## config.mk

```make
export PLATFORM = sky130hd
export DESIGN_NAME = dap_cmd_dispatcher
export DESIGN_NICKNAME = d
export VERILOG_FILES = /design/src/rtl/dap_cmd_pkg.sv /design/src/rtl/dap_cmd_decode.sv /design/src/rtl/dap_cmd_dispatcher.sv
export SDC_FILE = /design/constraint.sdc
export NUM_CORES = 1
export LEC_CHECK = 0
export CORE_UTILIZATION = 44
export CTS_BUF_LIST = sky130_fd_sc_hd__clkbuf_16
export DETAILED_ROUTE_END_ITERATION = 10
export GPL_ROUTABILITY_DRIVEN = 0
export GPL_TIMING_DRIVEN = 0
export PLACE_DENSITY = 0.87
export RECOVER_POWER = 100
export SYNTH_ARGS = -nofsm -noshare
export SYNTH_HDL_FRONTEND = slang
export SYNTH_SLANG_ARGS = --single-unit
```

## constraint.sdc

```tcl
create_clock -name clk -period 5.76 [get_ports clk]
set_clock_uncertainty 0.05 [all_clocks]
set_input_delay 1.152 -clock clk [delete_from_list [all_inputs] [get_ports clk]]
set_output_delay 1.152 -clock clk [all_outputs]
set_load 0.03 [all_outputs]
```

## src/rtl/dap_cmd_pkg.sv

```systemverilog
// ----------------------------------------------------------------------------
// dap_cmd_pkg: command IDs, slot indices and FSM encoding for dap_cmd_dispatcher
// Rev 1.0
// ----------------------------------------------------------------------------
`default_nettype none

package dap_cmd_pkg;

  localparam int CMD_SLOT_NUM = 8;
  localparam logic [7:0] DAP_ID_ERROR = 8'hFF;

  localparam logic [7:0] ID_INFO           = 8'h00;
  localparam logic [7:0] ID_HOST_STATUS    = 8'h01;
  localparam logic [7:0] ID_SWJ_PINS       = 8'h10;
  localparam logic [7:0] ID_SWJ_CLOCK      = 8'h11;
  localparam logic [7:0] ID_SWJ_SEQUENCE   = 8'h12;
  localparam logic [7:0] ID_SWD_SEQUENCE   = 8'h1D;
  localparam logic [7:0] ID_TRANSFER       = 8'h05;
  localparam logic [7:0] ID_TRANSFER_BLOCK = 8'h06;

  localparam logic [2:0] SLOT_INFO           = 3'd0;
  localparam logic [2:0] SLOT_HOST_STATUS    = 3'd1;
  localparam logic [2:0] SLOT_SWJ_PINS       = 3'd2;
  localparam logic [2:0] SLOT_SWJ_CLOCK      = 3'd3;
  localparam logic [2:0] SLOT_SWJ_SEQUENCE   = 3'd4;
  localparam logic [2:0] SLOT_SWD_SEQUENCE   = 3'd5;
  localparam logic [2:0] SLOT_TRANSFER       = 3'd6;
  localparam logic [2:0] SLOT_TRANSFER_BLOCK = 3'd7;

  typedef enum logic [1:0] {
    ST_IDLE = 2'd0,
    ST_HDR  = 2'd1,
    ST_RUN  = 2'd2,
    ST_RESP = 2'd3
  } state_t;

  function automatic logic [CMD_SLOT_NUM-1:0] slot_onehot(input logic [2:0] slot);
    slot_onehot = '0;
    slot_onehot[slot] = 1'b1;
  endfunction

endpackage

`default_nettype wire

```

## src/rtl/dap_cmd_decode.sv

```systemverilog
// ----------------------------------------------------------------------------
// dap_cmd_decode: combinational command ID to {known, slot} lookup
// Rev 1.0
// ----------------------------------------------------------------------------
`default_nettype none

module dap_cmd_decode
  import dap_cmd_pkg::*;
(
  input  logic [7:0] cmd_id,
  output logic       known,
  output logic [2:0] slot
);

  always_comb begin
    known = 1'b1;
    slot  = SLOT_INFO;
    case (cmd_id)
      ID_INFO:           slot = SLOT_INFO;
      ID_HOST_STATUS:    slot = SLOT_HOST_STATUS;
      ID_SWJ_PINS:       slot = SLOT_SWJ_PINS;
      ID_SWJ_CLOCK:      slot = SLOT_SWJ_CLOCK;
      ID_SWJ_SEQUENCE:   slot = SLOT_SWJ_SEQUENCE;
      ID_SWD_SEQUENCE:   slot = SLOT_SWD_SEQUENCE;
      ID_TRANSFER:       slot = SLOT_TRANSFER;
      ID_TRANSFER_BLOCK: slot = SLOT_TRANSFER_BLOCK;
      default:           known = 1'b0;
    endcase
  end

endmodule

`default_nettype wire

```

## src/rtl/dap_cmd_dispatcher.sv

```systemverilog
// ----------------------------------------------------------------------------
// dap_cmd_dispatcher: routes a CMSIS-DAP command byte to one of eight engines;
// optional RUN watchdog enabled by DAP_CMD_TIMEOUT_EN.  Rev 1.0
// ----------------------------------------------------------------------------
`default_nettype none

module dap_cmd_dispatcher
  import dap_cmd_pkg::*;
#(
  parameter int unsigned TIMEOUT_CYCLES = 65535,
  parameter int          LEN_W          = 10
) (
  input  logic                          clk,
  input  logic                          resetn,
  input  logic                          dap_in_tvalid,
  input  logic [7:0]                    dap_in_tdata,
  output logic                          dap_in_tready,
  input  logic [CMD_SLOT_NUM-1:0]       cmd_tready,
  output logic [CMD_SLOT_NUM-1:0]       start,
  input  logic [CMD_SLOT_NUM-1:0]       done,
  input  logic [CMD_SLOT_NUM*LEN_W-1:0] eng_packet_len,
  output logic [LEN_W-1:0]              ram_write_addr,
  output logic [7:0]                    ram_write_data,
  output logic                          ram_write_en,
  output logic                          resp_valid,
  output logic [LEN_W-1:0]              resp_len,
  input  logic                          resp_ready,
  output logic                          busy,
  output logic                          timeout_flag
);

  state_t           state;
  logic [7:0]       cmd_id;
  logic [2:0]       slot;
  logic             idle_rdy;
  logic [7:0]       dec_in;
  logic             dec_known;
  logic [2:0]       dec_slot;
  logic [LEN_W-1:0] eng_len [CMD_SLOT_NUM];

  // One decoder serves both the accept cycle (live byte) and HDR (latched ID).
  assign dec_in = (state == ST_IDLE) ? dap_in_tdata : cmd_id;

  dap_cmd_decode u_decode (
    .cmd_id (dec_in),
    .known  (dec_known),
    .slot   (dec_slot)
  );

  for (genvar i = 0; i < CMD_SLOT_NUM; i++) begin : g_len
    assign eng_len[i] = eng_packet_len[i*LEN_W +: LEN_W];
  end

  // idle_rdy is held low on the first IDLE cycle after reset so ready rises one edge later.
  assign dap_in_tready = idle_rdy | ((state == ST_RUN) & cmd_tready[slot]);

`ifdef DAP_CMD_TIMEOUT_EN
  logic [31:0] wd_cnt;
`else
  logic unused_timeout_cfg;
  assign unused_timeout_cfg = (TIMEOUT_CYCLES == 0);
  assign timeout_flag       = 1'b0;
`endif

  always_ff @(posedge clk) begin
    if (!resetn) begin
      state          <= ST_IDLE;
      cmd_id         <= '0;
      slot           <= '0;
      idle_rdy       <= 1'b0;
      start          <= '0;
      ram_write_en   <= 1'b0;
      ram_write_addr <= '0;
      ram_write_data <= '0;
      resp_valid     <= 1'b0;
      resp_len       <= '0;
      busy           <= 1'b0;
`ifdef DAP_CMD_TIMEOUT_EN
      wd_cnt         <= '0;
      timeout_flag   <= 1'b0;
`endif
    end else begin
      ram_write_en <= 1'b0;
`ifdef DAP_CMD_TIMEOUT_EN
      timeout_flag <= 1'b0;
`endif
      case (state)
        ST_IDLE: begin
          if (idle_rdy && dap_in_tvalid) begin
            cmd_id         <= dap_in_tdata;
            slot           <= dec_slot;
            ram_write_en   <= 1'b1;
            ram_write_addr <= '0;
            ram_write_data <= dec_known ? dap_in_tdata : DAP_ID_ERROR;
            idle_rdy       <= 1'b0;
            busy           <= 1'b1;
            state          <= ST_HDR;
          end else begin
            idle_rdy <= 1'b1;
          end
        end
        ST_HDR: begin
          if (dec_known) begin
            start <= slot_onehot(slot);
            state <= ST_RUN;
`ifdef DAP_CMD_TIMEOUT_EN
            wd_cnt <= '0;
`endif
          end else begin
            resp_len   <= LEN_W'(1);
            resp_valid <= 1'b1;
            state      <= ST_RESP;
          end
        end
        ST_RUN: begin
          if (done[slot]) begin
            start      <= '0;
            resp_len   <= eng_len[slot];
            resp_valid <= 1'b1;
            state      <= ST_RESP;
          end
`ifdef DAP_CMD_TIMEOUT_EN
          // done is checked first so it wins a tie with expiry.
          else if (wd_cnt + 32'd1 == TIMEOUT_CYCLES) begin
            start          <= '0;
            ram_write_en   <= 1'b1;
            ram_write_addr <= LEN_W'(1);
            ram_write_data <= DAP_ID_ERROR;
            resp_len       <= LEN_W'(2);
            resp_valid     <= 1'b1;
            timeout_flag   <= 1'b1;
            wd_cnt         <= wd_cnt + 32'd1;
            state          <= ST_RESP;
          end else begin
            wd_cnt <= wd_cnt + 32'd1;
          end
`endif
        end
        ST_RESP: begin
          if (resp_ready) begin
            resp_valid <= 1'b0;
            busy       <= 1'b0;
            idle_rdy   <= 1'b1;
            state      <= ST_IDLE;
          end
        end
        default: state <= ST_IDLE;
      endcase
    end
  end

endmodule

`default_nettype wire

```

Word level (Yosys, flattened, before mapping)

Cells that the tools add are included.

Flip-flop bits (word level): 43
Bits in latches: 0
Memory bits (writable): 0
Memory bits (read-only): 0
Bits of input ports: 108
Output and inout bits: 41
Word-level logic and storage cells: 81
Memories: 0

Add/sub/neg operators: 0
Multipliers: 0
Div/mod/pow operators: 0
Order comparisons: 3
Equality and inequality tests: 15
Shifts and indexed selects: 0
Muxes and demuxes: 34
Bitwise gates (word level): 3
Reduce and logical (&&, ||, !) cells: 16

Operators with widths:

| operator           | count |
|---|---|
| $mux 10            | 4 |
| $eq 8x5->1 const B | 4 |
| $mux 8             | 4 |
| $bmux 10 s3        | 1 |
| $pmux 3 s7         | 1 |
| $pmux 10 s2        | 1 |
| $eq 8x3->1 const B | 2 |
| $pmux 8 s2         | 1 |
| $mux 1             | 12 |
| $reduce_and 3->1   | 4 |
| $eq 8x1->1 const B | 1 |
| $logic_not 8->1    | 1 |
| $pmux 2 s4         | 1 |
| $reduce_or 8->1    | 1 |
| $bmux 1 s3         | 2 |
| $mux 2             | 3 |
| $ne 2x2->1 const B | 3 |
| $reduce_and 2->1   | 3 |
| $eq 2x2->1 const B | 2 |
| $ge 4x4->1 const B | 1 |
| $lt 3x4->1 const B | 1 |
| $ne 2x1->1 const B | 2 |
| $not 3->4          | 1 |
| $pmux 1 s2         | 2 |
| 11 further kinds   | 13 |

Longest topological paths before layout

Word-level depth: 7
Mapped depth: 12

Cells and area by module

A second synthesis with hierarchy kept.

Cell total of the unflattened synthesis: 317
Area total of the unflattened synthesis: 2,951.6 um2

Modules (own cells, without submodules):

| module             | times used | cells an instance | area an instance (um2) | seq. area each (um2) |
|---|---|---|---|---|
| dap_cmd_dispatcher | 1          | 291               | 2,766.4                | 860.8 |
| dap_cmd_decode     | 1          | 26                | 185.2                  | 0.0 |

Worst setup path before layout

OpenSTA, ideal clock, no wires.

Path kind: input port to output port
From: input port cmd_tready[7]
To: output port dap_in_tready
Arrival time: 2,121 ps
Required time: 4,558 ps
Slack: 2,437 ps
Stages on the path: 3
Cell sequence: mux4_2 > mux2_2 > a21o_1

Longest elaborated chain between the ends: 4

RTL lines:

| item                         | RTL line                 | text |
|---|---|---|
| start: declaration           | dap_cmd_dispatcher.sv:18 | `input logic [CMD_SLOT_NUM-1:0] cmd_tready,` |
| $bmux 1 s3                   | dap_cmd_dispatcher.sv:55 | `assign dap_in_tready = idle_rdy \| ((state == ST_RUN) & cmd_tready[slot]);` |
| $mux 1 (not written as such) | dap_cmd_dispatcher.sv:55 |  |
| $and 1x1->1                  | dap_cmd_dispatcher.sv:55 |  |
| $or 1x1->1                   | dap_cmd_dispatcher.sv:55 |  |
| end: declaration             | dap_cmd_dispatcher.sv:17 | `output logic dap_in_tready,` |

Every way passes these cells. The select of a mux whose other input is x is not followed.

Worst setup path after layout

From: register slot[2]
To: output port dap_in_tready

Longest elaborated chain between the ends: 4

RTL lines:

| item                         | RTL line                 | text |
|---|---|---|
| start: declaration           | dap_cmd_dispatcher.sv:34 | `logic [2:0] slot;` |
| start signal: assignment     | dap_cmd_dispatcher.sv:91 | `slot <= dec_slot;` |
| $bmux 1 s3                   | dap_cmd_dispatcher.sv:55 |  |
| $mux 1 (not written as such) | dap_cmd_dispatcher.sv:55 |  |
| $and 1x1->1                  | dap_cmd_dispatcher.sv:55 |  |
| $or 1x1->1                   | dap_cmd_dispatcher.sv:55 |  |

Every way passes these cells. The select of a mux whose other input is x is not followed.

==> impl_metrics.tcl <==
set metrics [dict create \
    placed_cells 552 \
    multi_input_area_sq_um 1870 \
    power_leakage_nw 1.80 \
    antenna_cells 0 \
    ys_seq_area_share_pct 29.5 \
    r2r_cells 11 \
    path_clk_slew_ps 60 \
    failed_checks "capacitance limit, slew limit" \
    ir_drop_v 0.000221 \
    synth_commonest_cells "nand2_1 (63), dfxtp_1 (43), mux2i_1 (25)" \
    yosys.area.top_type_share_pct 29.5 \
    fin_cells 560 \
    utilization_pct 71.4 \
    post-route-period-util_pct 76.3 \
    finalPower_w 0.00162 \
    hold_violations 0 \
    antenna_left 0 \
    area_growth_syn_to_layout_pct 56.1 \
    synth_xor_area_share_pct 0.300 \
    finalSetupViolCount 0 \
    cts_buffers 5 \
    setup.worst_path.class "flop to output port" \
    status "finished with violations" \
    synth_compound_area_share_pct 14.9 \
    syn-cell-area_sq_um 2920 \
    final_area_sq_um 4560 \
    synth.area.top_cells "dfxtp_1 (29%), mux4_2 (13%), mux2i_1 (8.6%)" \
    vias_per_cell 5.53 \
    yosys_warnings 0 \
    synth-simple-area-share_pct 20.7 \
    coreArea_sq_um 6390 \
    end_kind "output port" \
    num_rows 29 \
    cts-root-buf "clkbuf_16" \
    fin_setup_tns_ps 0 \
    drv_slew 9 \
    critPathArrivalTime_ps 3190 \
    htreeDepth 2 \
    overflow 0 \
    drc 0 \
    ys_ff_latch 43 \
    cap_violations 1 \
    chipHeight_um 83.5 \
    synth_top_family_by_area "multiplexers" \
    vias 3095 \
    yosysMostFrequentCell "nand2_1" \
    first_iter_violations 237 \
    drive_gt1_share_pct 10.6 \
    wl_per_cell_um 17.6 \
    yosysUniqueCellTypes 48 \
    cts_setup_buffers 0 \
    routed_wl_um 9870 \
    ios 149 \
    startpoint_type "flop" \
    firstDrtPassIters 4 \
    die_w_um 83.5 \
    clockBufferDepth 2 \
    syn-mean-instance-area_sq_um 8.91 \
    start_util_pct 45.7 \
    antenna_found_initial 0 \
    numPortBuffers 137 \
    synth.largest_area_cell "dfxtp_1" \
    clk_latency_ps 290 \
    finalNetCount 594 \
    slew_headroom_pct -4.83 \
    fill_cells 491 \
    worstMarginPinSlew_ps 1560 \
    hold_depth 2 \
    grt_max_degree 14 \
    period_needed_ps 4400 \
    grt_pass1_wl_um 15400 \
    grtUsageTotal_pct 28.1 \
    numClockSinks 43 \
    first_global_vias 3026 \
    muxShareOfSynthArea_pct 25.5 \
    cts_resized 0 \
    critPathRequiredTime_ps 4560 \
    powerDensity_nw_per_um2 356 \
    rsz0062_at_grt "false" \
    synthArstFlopShare_pct 0 \
    hold_buffers 0 \
    synth_cells 328 \
    cts_tree "done" \
    max_freq_ghz 0.227 \
    ff_latch_area_sq_um 861 \
    ys.flop_type "dfxtp_1" \
    place_hpwl_um 7840 \
    hold_path_class "flop to flop" \
    path_max_fanout 10 \
    synth_edf_count 0 \
    synthAdderAreaFrac_pct 1.71 \
    place_area_sq_um 4430 \
    die_area_sq_um 6970 \
]
sequential cells by signal, summed over array words and instances (netlist names):
name	cells
slot	3
busy	1
idle_rdy	1
cmd_id	8
state	2
resp_valid	1
start	8
ram_write_data	8
resp_len	10
ram_write_en	1
critical path, cell delays in order (launching register included):
cell             delay, ps
dfxtp_1                430
clkbuf_1               470
clkbuf_1               550
mux4_2                 400
mux2_2                 280
a21o_1                 190
clkdlybuf4s50_1        590
logic make-up (layout without fill, tap and decap cells):
kind of cell	after synthesis	after routing
AO/OA/AOI/OAI	61	61
XOR/XNOR	1	1
adder cells (fa/ha/maj)	4	4
buffers and inverters	40	185
flip-flops	43	43
multiplexers	52	52
other	1	11
AND/OR/NAND/NOR	126	126
per-stage QoR:
stage | hold slack, ps | worst slack [ps]
finish | 408 | 1360
CTS | 412 | 1370
detailed placement | 397 | 1420
floorplan | 404 | 2440
global route | 426 | 1060
global placement | 395 | 1430
worst paths after layout:
check | startpoint | endpoint | slack [ps]
setup / recovery | slot[2] | dap_in_tready | 1360
hold / removal | resp_len[3] | resp_len[3] | 410
setup reg to reg | state[0] | start[6] | 1820
hold reg to reg | resp_len[3] | resp_len[3] | 410
layout by cell type, fill, tap and decap left out, types with 3 or more instances in the layout:
cell and count:
a211oi_1 3, a21boi_0 11, a21oi_1 3, a221o_1 5
a22oi_1 5, a31oi_1 3, buf_4 11, clkbuf_1 20
clkbuf_16 5, clkdlybuf4s50_1 104, conb_1 11, dfxtp_1 43
dlygate4sd3_1 33, ha_1 4, inv_1 6, mux2_2 10
mux2i_1 25, mux4_2 17, nand2_1 63, nand2b_1 4
nand3_1 7, nand3b_1 4, nor2_1 22, nor2b_1 7
nor3_1 7, o21ai_0 20
report_power, final:
part           internal, W  switching (W)
Clock             0.000202       0.000113
Sequential        0.000357      0.0000445
Combinational     0.000403       0.000502
layer usage:
layer	global-route usage [%]	up-vias	share of wire, %
met3	5.74	30	5.8
met4	9.71	0	3.2
li1	-	1468	-
met1	37.7	1470	43
met5	0	-	0
met2	45.2	127	48
final cells by class:
type,instances,area share [%]
multi-input cells,255,41.1
repair buffers,137,30.1
flip-flops and latches,43,18.9
plain buffers,34,3.76
clock buffers,5,2.74
well taps,77,2.11
clock inverters,3,0.850
inverters,6,0.494
No activity file was read; power rests on OpenSTA's default activity.
